==> config.mk <==
export PLATFORM = sky130hd
export DESIGN_NAME = if_fetch_stage
export DESIGN_NICKNAME = d
export VERILOG_FILES = /design/src/rtl/if_fetch_stage.sv
export SDC_FILE = /design/constraint.sdc
export NUM_CORES = 1
export LEC_CHECK = 0
export CAP_MARGIN = 20
export CORE_MARGIN = 2
export CORE_UTILIZATION = 40
export DETAILED_ROUTE_END_ITERATION = 6
export PLACE_DENSITY = 0.74
export SYNTH_ARGS = -nofsm -noshare
export SYNTH_HDL_FRONTEND = slang
export SYNTH_SLANG_ARGS = --single-unit
==> constraint.sdc <==
create_clock -name clk -period 1.71 [get_ports clk]
set_input_delay 0.171 -clock clk [delete_from_list [all_inputs] [get_ports clk]]
set_output_delay 0.171 -clock clk [all_outputs]
set_load 0.005 [all_outputs]
==> src/rtl/if_fetch_stage.sv <==
// if_fetch_stage: MIPS instruction-fetch stage. It holds the PC register and
// the IF/ID pipeline register, applies hazard-unit stall/flush controls, and
// redirects the PC on branches and jumps resolved in ID.
// Optional build macro IF_PERF_CNT_EN adds saturating fetch/stall/flush
// performance counters.
module if_fetch_stage #(
  parameter logic [31:0] RESET_PC  = 32'h0000_0000,
  parameter logic [31:0] NOP_INSTR = 32'h0000_0000
) (
  input  logic        clk,
  input  logic        rst_n,
  input  logic        pc_write,
  input  logic        ifid_write,
  input  logic        if_flush,
  input  logic        branch_taken,
  input  logic [31:0] branch_target,
  input  logic        jump,
  input  logic [31:0] jump_target,
  output logic [31:0] imem_addr,
  input  logic [31:0] imem_rdata,
  input  logic        imem_ready,
  output logic [31:0] ifid_instru,
  output logic [31:0] ifid_pc,
  output logic [31:0] ifid_pc4,
  output logic        ifid_valid
`ifdef IF_PERF_CNT_EN
  ,
  output logic [31:0] perf_fetch_cnt,
  output logic [31:0] perf_stall_cnt,
  output logic [31:0] perf_flush_cnt
`endif
);

  localparam int unsigned XLEN = 32;

  logic [XLEN-1:0] pc_q, pc_d;
  logic [XLEN-1:0] instru_q, instru_d;
  logic [XLEN-1:0] ipc_q, ipc_d;
  logic [XLEN-1:0] ipc4_q, ipc4_d;
  logic            valid_q, valid_d;

  logic            redirect_c;
  logic            flush_c;
  logic            fetch_c;
  logic [XLEN-1:0] target_c;
  logic [XLEN-1:0] pc_plus4_c;

  // Redirect selection; jump has priority and targets are word aligned.
  always_comb begin
    redirect_c = jump | branch_taken;
    target_c   = jump ? jump_target : branch_target;
    target_c   = {target_c[XLEN-1:2], 2'b00};
    pc_plus4_c = pc_q + XLEN'(4);
    flush_c    = if_flush | redirect_c;
  end

  // Next-state for PC and IF/ID register.
  always_comb begin
    pc_d     = pc_q;
    instru_d = instru_q;
    ipc_d    = ipc_q;
    ipc4_d   = ipc4_q;
    valid_d  = valid_q;
    fetch_c  = 1'b0;

    if (redirect_c) begin
      pc_d = target_c;
    end else if (pc_write && imem_ready) begin
      pc_d = pc_plus4_c;
    end

    if (flush_c) begin
      // Bubble; PC fields are kept for debug visibility only.
      instru_d = NOP_INSTR;
      valid_d  = 1'b0;
      ipc_d    = pc_q;
      ipc4_d   = pc_plus4_c;
    end else if (!ifid_write) begin
      instru_d = instru_q;
    end else if (!imem_ready) begin
      instru_d = NOP_INSTR;
      valid_d  = 1'b0;
    end else begin
      instru_d = imem_rdata;
      ipc_d    = pc_q;
      ipc4_d   = pc_plus4_c;
      valid_d  = 1'b1;
      fetch_c  = 1'b1;
    end
  end

  // PC and IF/ID state registers with synchronous reset.
  always_ff @(posedge clk) begin
    if (!rst_n) begin
      pc_q     <= RESET_PC;
      instru_q <= NOP_INSTR;
      ipc_q    <= '0;
      ipc4_q   <= '0;
      valid_q  <= 1'b0;
    end else begin
      pc_q     <= pc_d;
      instru_q <= instru_d;
      ipc_q    <= ipc_d;
      ipc4_q   <= ipc4_d;
      valid_q  <= valid_d;
    end
  end

  assign imem_addr   = pc_q;
  assign ifid_instru = instru_q;
  assign ifid_pc     = ipc_q;
  assign ifid_pc4    = ipc4_q;
  assign ifid_valid  = valid_q;

`ifdef IF_PERF_CNT_EN
  logic [XLEN-1:0] fetch_cnt_q, fetch_cnt_d;
  logic [XLEN-1:0] stall_cnt_q, stall_cnt_d;
  logic [XLEN-1:0] flush_cnt_q, flush_cnt_d;

  // Saturating event counters.
  always_comb begin
    fetch_cnt_d = fetch_cnt_q;
    stall_cnt_d = stall_cnt_q;
    flush_cnt_d = flush_cnt_q;
    if (fetch_c && (fetch_cnt_q != '1)) begin
      fetch_cnt_d = fetch_cnt_q + XLEN'(1);
    end
    if (!ifid_write && !flush_c && (stall_cnt_q != '1)) begin
      stall_cnt_d = stall_cnt_q + XLEN'(1);
    end
    if (flush_c && (flush_cnt_q != '1)) begin
      flush_cnt_d = flush_cnt_q + XLEN'(1);
    end
  end

  // Counter registers, cleared on reset.
  always_ff @(posedge clk) begin
    if (!rst_n) begin
      fetch_cnt_q <= '0;
      stall_cnt_q <= '0;
      flush_cnt_q <= '0;
    end else begin
      fetch_cnt_q <= fetch_cnt_d;
      stall_cnt_q <= stall_cnt_d;
      flush_cnt_q <= flush_cnt_d;
    end
  end

  assign perf_fetch_cnt = fetch_cnt_q;
  assign perf_stall_cnt = stall_cnt_q;
  assign perf_flush_cnt = flush_cnt_q;
`endif

endmodule

# Word level (Yosys, flattened, before mapping)
# Index checks and enable logic that the tools add are counted.
[word_totals]
ff_bits = 129
input_bits = 104
out_inout_bits = 129
elab_cells = 28
[classes]
n_addsub = 1
mux = 11
bitwise_logic = 3
reduce_logical = 7
[ops]
columns = ["cell", "count"]
rows = [
  ["$mux W32", 10],
  ["$add A32 B3 Y32 const B", 1],
  ["$reduce_bool A2 Y1", 3],
  ["$reduce_or A2 Y1", 2],
  ["$or A1 B1 Y1", 2],
  ["$reduce_and A2 Y1", 1],
  ["$logic_and A1 B1 Y1", 1],
  ["$mux W1", 1],
  ["$not A1 Y1", 1],
]

# Longest topological paths before layout
# Gate-level depths: netlist of run 1.
[logic_depth]
depth_word = 4
ltp_mapped = 8
depth_no_buf = 6

# Worst setup path before layout of run 1
# No wires, ideal clock.
[synth_path]
path_type = "flip-flop to flip-flop"
from = "register pc_q[2], in the netlist imem_addr[2]"
to = "register pc_q[30], in the netlist imem_addr[30]"
t_arrival_ns = 1.864
setup_slack_ns = -0.219
stages_incl_launch_ff = 7
period_less_slack_ns = 1.929
cell_sequence = "dfxtp_1 ha_1 and4_1 nand4_1 nor4_1 mux2_2 nor2_1"
[synth_between]
elab_chain_len = 3
[synth_lines]
columns = ["element", "line_no", "text"]
rows = [
  ["from (decl)", "36", "logic [XLEN-1:0] pc_q, pc_d;"],
  ["from (signal assigned)", "101", "pc_q <= pc_d;"],
  ["$add A32 B3 Y32", "53", "pc_plus4_c = pc_q + XLEN'(4);"],
  ["$mux W32", "68", "end else if (pc_write && imem_ready) begin"],
  ["$mux W32", "66", "if (redirect_c) begin"],
]
# No other way between the ends. The select of a mux whose other input is x is not followed.
# A chain may end at the register's enable or synchronous reset.

# Final worst setup path of run 1
[layout_path]
from = "register pc_q[2], in the netlist imem_addr[2]"
to = "register pc_q[24], in the netlist imem_addr[24]"
# The elaborated chain is that of the path after synthesis.

==> results.cfg, run 1 <==
[die]
design.portCount = 233
die_ar_um2 = 15800
standard_cell_rows = 44
fp.dieW_um = 126
initial_utilization_pct = 40.9
die_h_um = 126
core_area_um2 = 14500

[critical_path]
criticalPathCategory = flop to flop
reg2reg_to = imem_addr[24]
critical_path.reg2reg.startpoint = imem_addr[2]
worst-r2r-setup-slack_ns = -0.07
timing.reg2reg.worst_path_depth = 7
cp_data_arrival_time_ns = 2.08
worst_setup_path_end_kind = flop
critical_path_peak_fanout = 3
required_arrival_time_at_the_worst_endpoint_ns = 2.01
worst_setup_path_start_kind = flop

[clocking]
worstSkewPairLatency_ns = 0.42
tritoncts = done
cts-root-buf = sky130_fd_sc_hd__clkbuf_16
clkSlewWorstSetupHoldPaths_ns = 0.06
htree_num_levels = 4
cts.sinks = 123
cts_made_buffers = 17
cts_max_path_bufs = 2

[finish]
nets = 1116
most_common_library_cell_in_the_layout_ignoring_fill_and_taps = sky130_fd_sc_hd__clkdlybuf4s50_1
final_cells = 1208
fillerInstances = 1122
regArea_um2 = 2490
total_area_of_multi_input_combinational_cells_um2 = 3240
final_std_cell_area_no_fill_um2 = 9940
antenna-diode-count = 0
layout-drive-gt1-share_pct = 21.8
mostFrequentLayoutCells = sky130_fd_sc_hd__clkdlybuf4s50_1, sky130_fd_sc_hd__dfxtp_1, sky130_fd_sc_hd__buf_4
synthToLayoutAreaGrowth_pct = 67.7

[synthesis]
netlist_instances = 718
syn_avg_cell_area_um2 = 8.25
asyncSetResetFlopFracSynth_pct = 0
synth_area_leaders = sky130_fd_sc_hd__dfxtp_1, sky130_fd_sc_hd__a22oi_1, sky130_fd_sc_hd__nand2_1
synth_largest_area_cell = sky130_fd_sc_hd__dfxtp_1
synth_edf_count = 0
synth_seq_area_share_pct = 41.6
syn-cell-area_um2 = 5930
netlist-cell-type-count = 60
synth_top_cell_area_share_pct = 41.6
synth_top_flop_cell = sky130_fd_sc_hd__dfxtp_1
synth-warning-count = 0
ys_seq_elements = 123

[detailed_routing]
drt_first_iter_violations = 622
routed_wire_length_per_instance_um = 18.2
vias = 6698
detail_route.drc_violations = 0
drtPass1Iterations = 5
ant_nets = 0
wl_um = 22000
vias_per_cell = 5.54

[global_routing]
largest_net_degree_at_the_start_of_global_routing = 37
first_global_vias = 6569
gr-total-overflow = 0
global_route_wire_length_before_repair_um = 34200
grt_antenna_before_repair = 1
global_route.usage.total_pct = 27.1

[pwr]
power_density_nw_per_um2 = 834
static-leakage-power_uw = 0.00380
peakVddDrop_v = 0.000616

[sta]
final_min_period_over_clock_period_pct = 104
hold_viol_final = 0
rsz0062_at_grt = true
setup_ws_ns = -0.0706
clock_skew_ns = 0.00679
fin_crit_ns = 1.78
max_clock_freq_mhz = 562
totalNegativeSetupSlack_ns = -0.172
finalSetupViolations = 4
finalHoldWorstSlack_ns = 0.314
final-max-slew-violation-count = 0

[placed_design]
gp_congestion = 0.921
detailedPlace.worstSlack_ns = -0.388
detailed_place.area_um2 = 9080
place_hpwl_um = 15700
portBuffers = 222
post-place-cells = 1171

[run_status]
outcome = complete, but fails checks
violated_checks = negative setup slack

[min_path]
min_from = jump_target[8]
type_of_the_worst_min_delay_path = input port to flop
worst_hold_path.num_cells = 3
worstHoldEndpoint = imem_addr[8]

[flow_run]
cap_violations = 0
==> per-stage QoR <==
stage / power (µW) / util (%)
detailed placement: 4510 / 62.7
finish: 8290 / 68.6
global route: 8580 / 68.6
floorplan: 3680 / -
CTS: 8300 / 67.5
global placement: 4490 / 62.7
==> cell usage after synthesis (3+ instances only) <==
cell type and number:
sky130_fd_sc_hd__nor2_1 69, sky130_fd_sc_hd__xnor2_1 15, sky130_fd_sc_hd__nor3_1 14, sky130_fd_sc_hd__a221o_1 5, sky130_fd_sc_hd__and3_1 11, sky130_fd_sc_hd__buf_6 3
sky130_fd_sc_hd__nand3_1 20, sky130_fd_sc_hd__a21oi_1 62, sky130_fd_sc_hd__mux2i_1 6, sky130_fd_sc_hd__nor4_4 3, sky130_fd_sc_hd__a211oi_1 9, sky130_fd_sc_hd__o22ai_1 5
sky130_fd_sc_hd__nor2b_1 4, sky130_fd_sc_hd__o21ai_0 41, sky130_fd_sc_hd__xor2_1 15, sky130_fd_sc_hd__and4_1 3, sky130_fd_sc_hd__clkbuf_1 41, sky130_fd_sc_hd__nand2_1 93
sky130_fd_sc_hd__a31oi_1 3, sky130_fd_sc_hd__dfxtp_1 123, sky130_fd_sc_hd__a211oi_2 16, sky130_fd_sc_hd__buf_2 19, sky130_fd_sc_hd__nand4_1 18, sky130_fd_sc_hd__buf_4 10
sky130_fd_sc_hd__nand2b_1 4, sky130_fd_sc_hd__and2_1 3, sky130_fd_sc_hd__inv_1 11, sky130_fd_sc_hd__a22oi_1 47, sky130_fd_sc_hd__a222oi_1 3, sky130_fd_sc_hd__nor4_1 3
==> worst max-delay path: stages, from the launching register on <==
cell and delay, ns:
sky130_fd_sc_hd__dfxtp_4 0.38, sky130_fd_sc_hd__ha_4 0.15, sky130_fd_sc_hd__and4_4 0.22, sky130_fd_sc_hd__nand4_1 0.17
sky130_fd_sc_hd__buf_4 0.22, sky130_fd_sc_hd__nor3_4 0.19, sky130_fd_sc_hd__mux2i_1 0.24, sky130_fd_sc_hd__a211oi_1 0.07
==> per-layer routing <==
layer,vias up,share of wire (%),GRT usage [%]
met5,-,0.059,0
met4,2,3.6,12.5
met3,62,9.7,8.11
met2,359,48,44.6
met1,3132,39,32.6
li1,3143,-,-
==> cell type report <==
| type | instances | area share, % |
|---|---|---|
| Sequential cell | 123 | 25.1 |
| Clock buffer | 20 | 4.49 |
| Clock inverter | 12 | 1.72 |
| Multi-Input combinational cell | 513 | 32.6 |
| Inverter | 13 | 0.491 |
| Tap cell | 184 | 2.32 |
| Timing Repair Buffer | 343 | 33.3 |
==> cell families (layout without fill, tap and decap cells) <==
kind of cell             Yosys count  after routing  share of synthesized area (%)
AO/OA/AOI/OAI                    208            208                           23.8
XOR/XNOR                          30             30                           4.43
adder cells (fa/ha/maj)            1              1                          0.211
buffers and inverters             87            388                           6.95
flip-flops                       123            123                           41.6
multiplexers                       7              7                           1.20
other                              1              6                         0.0633
AND/OR/NAND/NOR                  261            261                           21.7
==> worst max-delay path by stage <==
stage,startpoint,slack [ns],to,cells past startpoint
after floorplan,imem_addr[3],0.005,imem_addr[30],6
after global placement,branch_taken,-0.34,imem_addr[23],7
after detailed placement,branch_taken,-0.39,ifid_pc4[6],6
after CTS,imem_addr[2],-0.02,imem_addr[30],6
after global routing,imem_addr[3],-0.11,imem_addr[24],7
final,imem_addr[2],-0.07,imem_addr[24],7
==> what timing repair did <==
item / 4_1_cts / 5_1_grt
hold buffers: 0 / 0
gates resized for setup: 20 / 40
setup endpoints to repair: 21 / 61
pin swaps: 7 / 18
setup buffers: 2 / 3
cloned: 0 / 0
==> sequential cells by signal, indices dropped and copies added (netlist names) <==
register     cells
ifid_valid       1
imem_addr       30
ifid_pc4        30
ifid_pc         30
ifid_instru     32
==> where the power goes <==
part / leakage, µW / internal, µW / total, µW / switching, µW
Combinational: 0.00250 / 790 / 1400 / 605
Sequential: 0.00101 / 3000 / 3110 / 111
Clock: 0.000296 / 2470 / 3780 / 1320
Total: 0.00380 / 6260 / 8290 / 2040
No activity file was read; power rests on OpenSTA's default activity.
==> run 2, diff against run 1 <==
CORE_MARGIN = not set   (was 2)
CTS_BUF_LIST = sky130_fd_sc_hd__clkbuf_4 sky130_fd_sc_hd__clkbuf_8 sky130_fd_sc_hd__clkbuf_16   (was not set)
==> run 2 against run 1 <==
Against the previous run: the flow finishes with violations (design-rule violations, negative setup slack); core utilization is 1.3 points lower; largest cell class unchanged; clock skew is 0.0016 ns lower; largest power group unchanged; power is 4.2% lower; non-clock buffer count is 1 lower; critical path type unchanged; sequential share of layout area is 0.48 points higher; combinational power hardly changed.
==> results.cfg, run 2 (same netlist as run 1, synthesis figures left out) <==
[die]
core_area_um2 = 14500
standard_cell_rows = 44
fp.dieW_um = 124
design.portCount = 233
die_ar_um2 = 15300
initial_utilization_pct = 40.9
die_h_um = 124

[run_status]
violated_checks = design-rule violations, negative setup slack
outcome = complete, but fails checks

[critical_path]
worst_setup_path_end_kind = flop
critical_path_peak_fanout = 3
cp_data_arrival_time_ns = 2.05
required_arrival_time_at_the_worst_endpoint_ns = 2.01
worst_setup_path_start_kind = flop
critical_path.reg2reg.startpoint = imem_addr[3]
criticalPathCategory = flop to flop
crit_start = imem_addr[3]

[detailed_routing]
wl_um = 21300
drt_first_iter_violations = 578
detail_route.drc_violations = 13
vias = 6634
drtPass1Iterations = 7
vias_per_cell = 5.50
routed_wire_length_per_instance_um = 17.6
ant_nets = 0

[sta]
max_clock_freq_mhz = 571
clock_skew_ns = 0.00521
final-max-slew-violation-count = 0
setup_ws_ns = -0.0416
rsz0062_at_grt = true
fin_crit_ns = 1.75
final_min_period_over_clock_period_pct = 102
finalHoldWorstSlack_ns = 0.334
finalSetupViolations = 3
hold_viol_final = 0

[finish]
most_common_library_cell_in_the_layout_ignoring_fill_and_taps = sky130_fd_sc_hd__clkdlybuf4s50_1
antenna-diode-count = 0
largest_register_ff_count = 32
fillerInstances = 1178
final_std_cell_area_no_fill_um2 = 9750
mostFrequentLayoutCells = sky130_fd_sc_hd__clkdlybuf4s50_1, sky130_fd_sc_hd__buf_4, sky130_fd_sc_hd__dfxtp_1
nets = 1115
synthToLayoutAreaGrowth_pct = 64.5
layout-drive-gt1-share_pct = 21.1

[min_path]
type_of_the_worst_min_delay_path = input port to flop
min_from = jump_target[8]

[pwr]
static-leakage-power_uw = 0.00372
power_density_nw_per_um2 = 815
peakVddDrop_v = 0.000673

[global_routing]
gr-total-overflow = 0
global_route_wire_length_before_repair_um = 32700
grt_antenna_before_repair = 0
largest_net_degree_at_the_start_of_global_routing = 48
first_global_vias = 6395
global_route.usage.total_pct = 28.1

[clocking]
cts-root-buf = sky130_fd_sc_hd__clkbuf_16
hold_buffers = 0
cts_made_buffers = 17
cts_max_path_bufs = 2
clkSlewWorstSetupHoldPaths_ns = 0.06
worstSkewPairLatency_ns = 0.42
tritoncts = done
htree_num_levels = 4
cts.sinks = 123

[placed_design]
place_hpwl_um = 15500
portBuffers = 222
detailed_place.area_um2 = 9050
gp_congestion = 0.929

[flow_run]
cap_violations = 0
run 2: worst paths after layout:
path	endpoint	slack (ns)	cells after the start
min	imem_addr[8]	0.33	3
min reg2reg	ifid_pc[5]	0.45	2
max	imem_addr[24]	-0.04	7
max reg2reg	imem_addr[24]	-0.04	7
run 2: layer usage:
metal  track usage, %  share of wire [%]  vias up
met1             34.3                 41     3080
met4             13.2                3.5        0
met3             7.97                9.5       61
met5                0                  0        -
met2             45.4                 46      357
li1                 -                  -     3136
run 2: final cells by class:
| cell class | count | area (µm²) | area share [%] |
|---|---|---|---|
| well taps | 184 | 230 | 2.36 |
| multi-input cells | 513 | 3190 | 32.7 |
| repair buffers | 342 | 3220 | 33.1 |
| clock buffers | 19 | 440 | 4.52 |
| clock inverters | 13 | 126 | 1.30 |
| flip-flops and latches | 123 | 2490 | 25.6 |
| inverters | 13 | 48.8 | 0.501 |
run 2: where the power goes:
| part | switching (µW) | internal, µW | total (µW) |
|---|---|---|---|
| clock network | 1320 | 2150 | 3480 |
| registers | 101 | 3000 | 3100 |
| logic | 600 | 766 | 1370 |
| total | 2020 | 5920 | 7950 |
run 2: timing repair:
item,CTS,global route
gates resized for setup,15,27
setup endpoints to repair,26,40
pin swaps,4,7
buffers inserted,1,1
run 2: critical path, cell delays in order, from the launching register on:
cell	delay, ns
sky130_fd_sc_hd__dfxtp_4	0.36
sky130_fd_sc_hd__ha_4	0.14
sky130_fd_sc_hd__and4_4	0.22
sky130_fd_sc_hd__nand4_1	0.18
sky130_fd_sc_hd__buf_4	0.22
sky130_fd_sc_hd__nor3_2	0.19
sky130_fd_sc_hd__mux2i_1	0.28
sky130_fd_sc_hd__a211oi_2	0.06
run 2: through the flow:
stage / utilization [%] / total power, µW / setup TNS (ns) / setup slack, ns / std cells
floorplan: - / 3680 / 0 / 0.00517 / 723
global placement: 62.5 / 4470 / -14.32 / -0.206 / 1173
detailed placement: 62.5 / 4490 / -17.30 / -0.248 / 1173
CTS: 66.8 / 7960 / -0.00187 / -0.00187 / 1206
global route: 67.3 / 8230 / -0.494 / -0.0758 / 1207
finish: 67.3 / 7950 / -0.0719 / -0.0416 / 1207
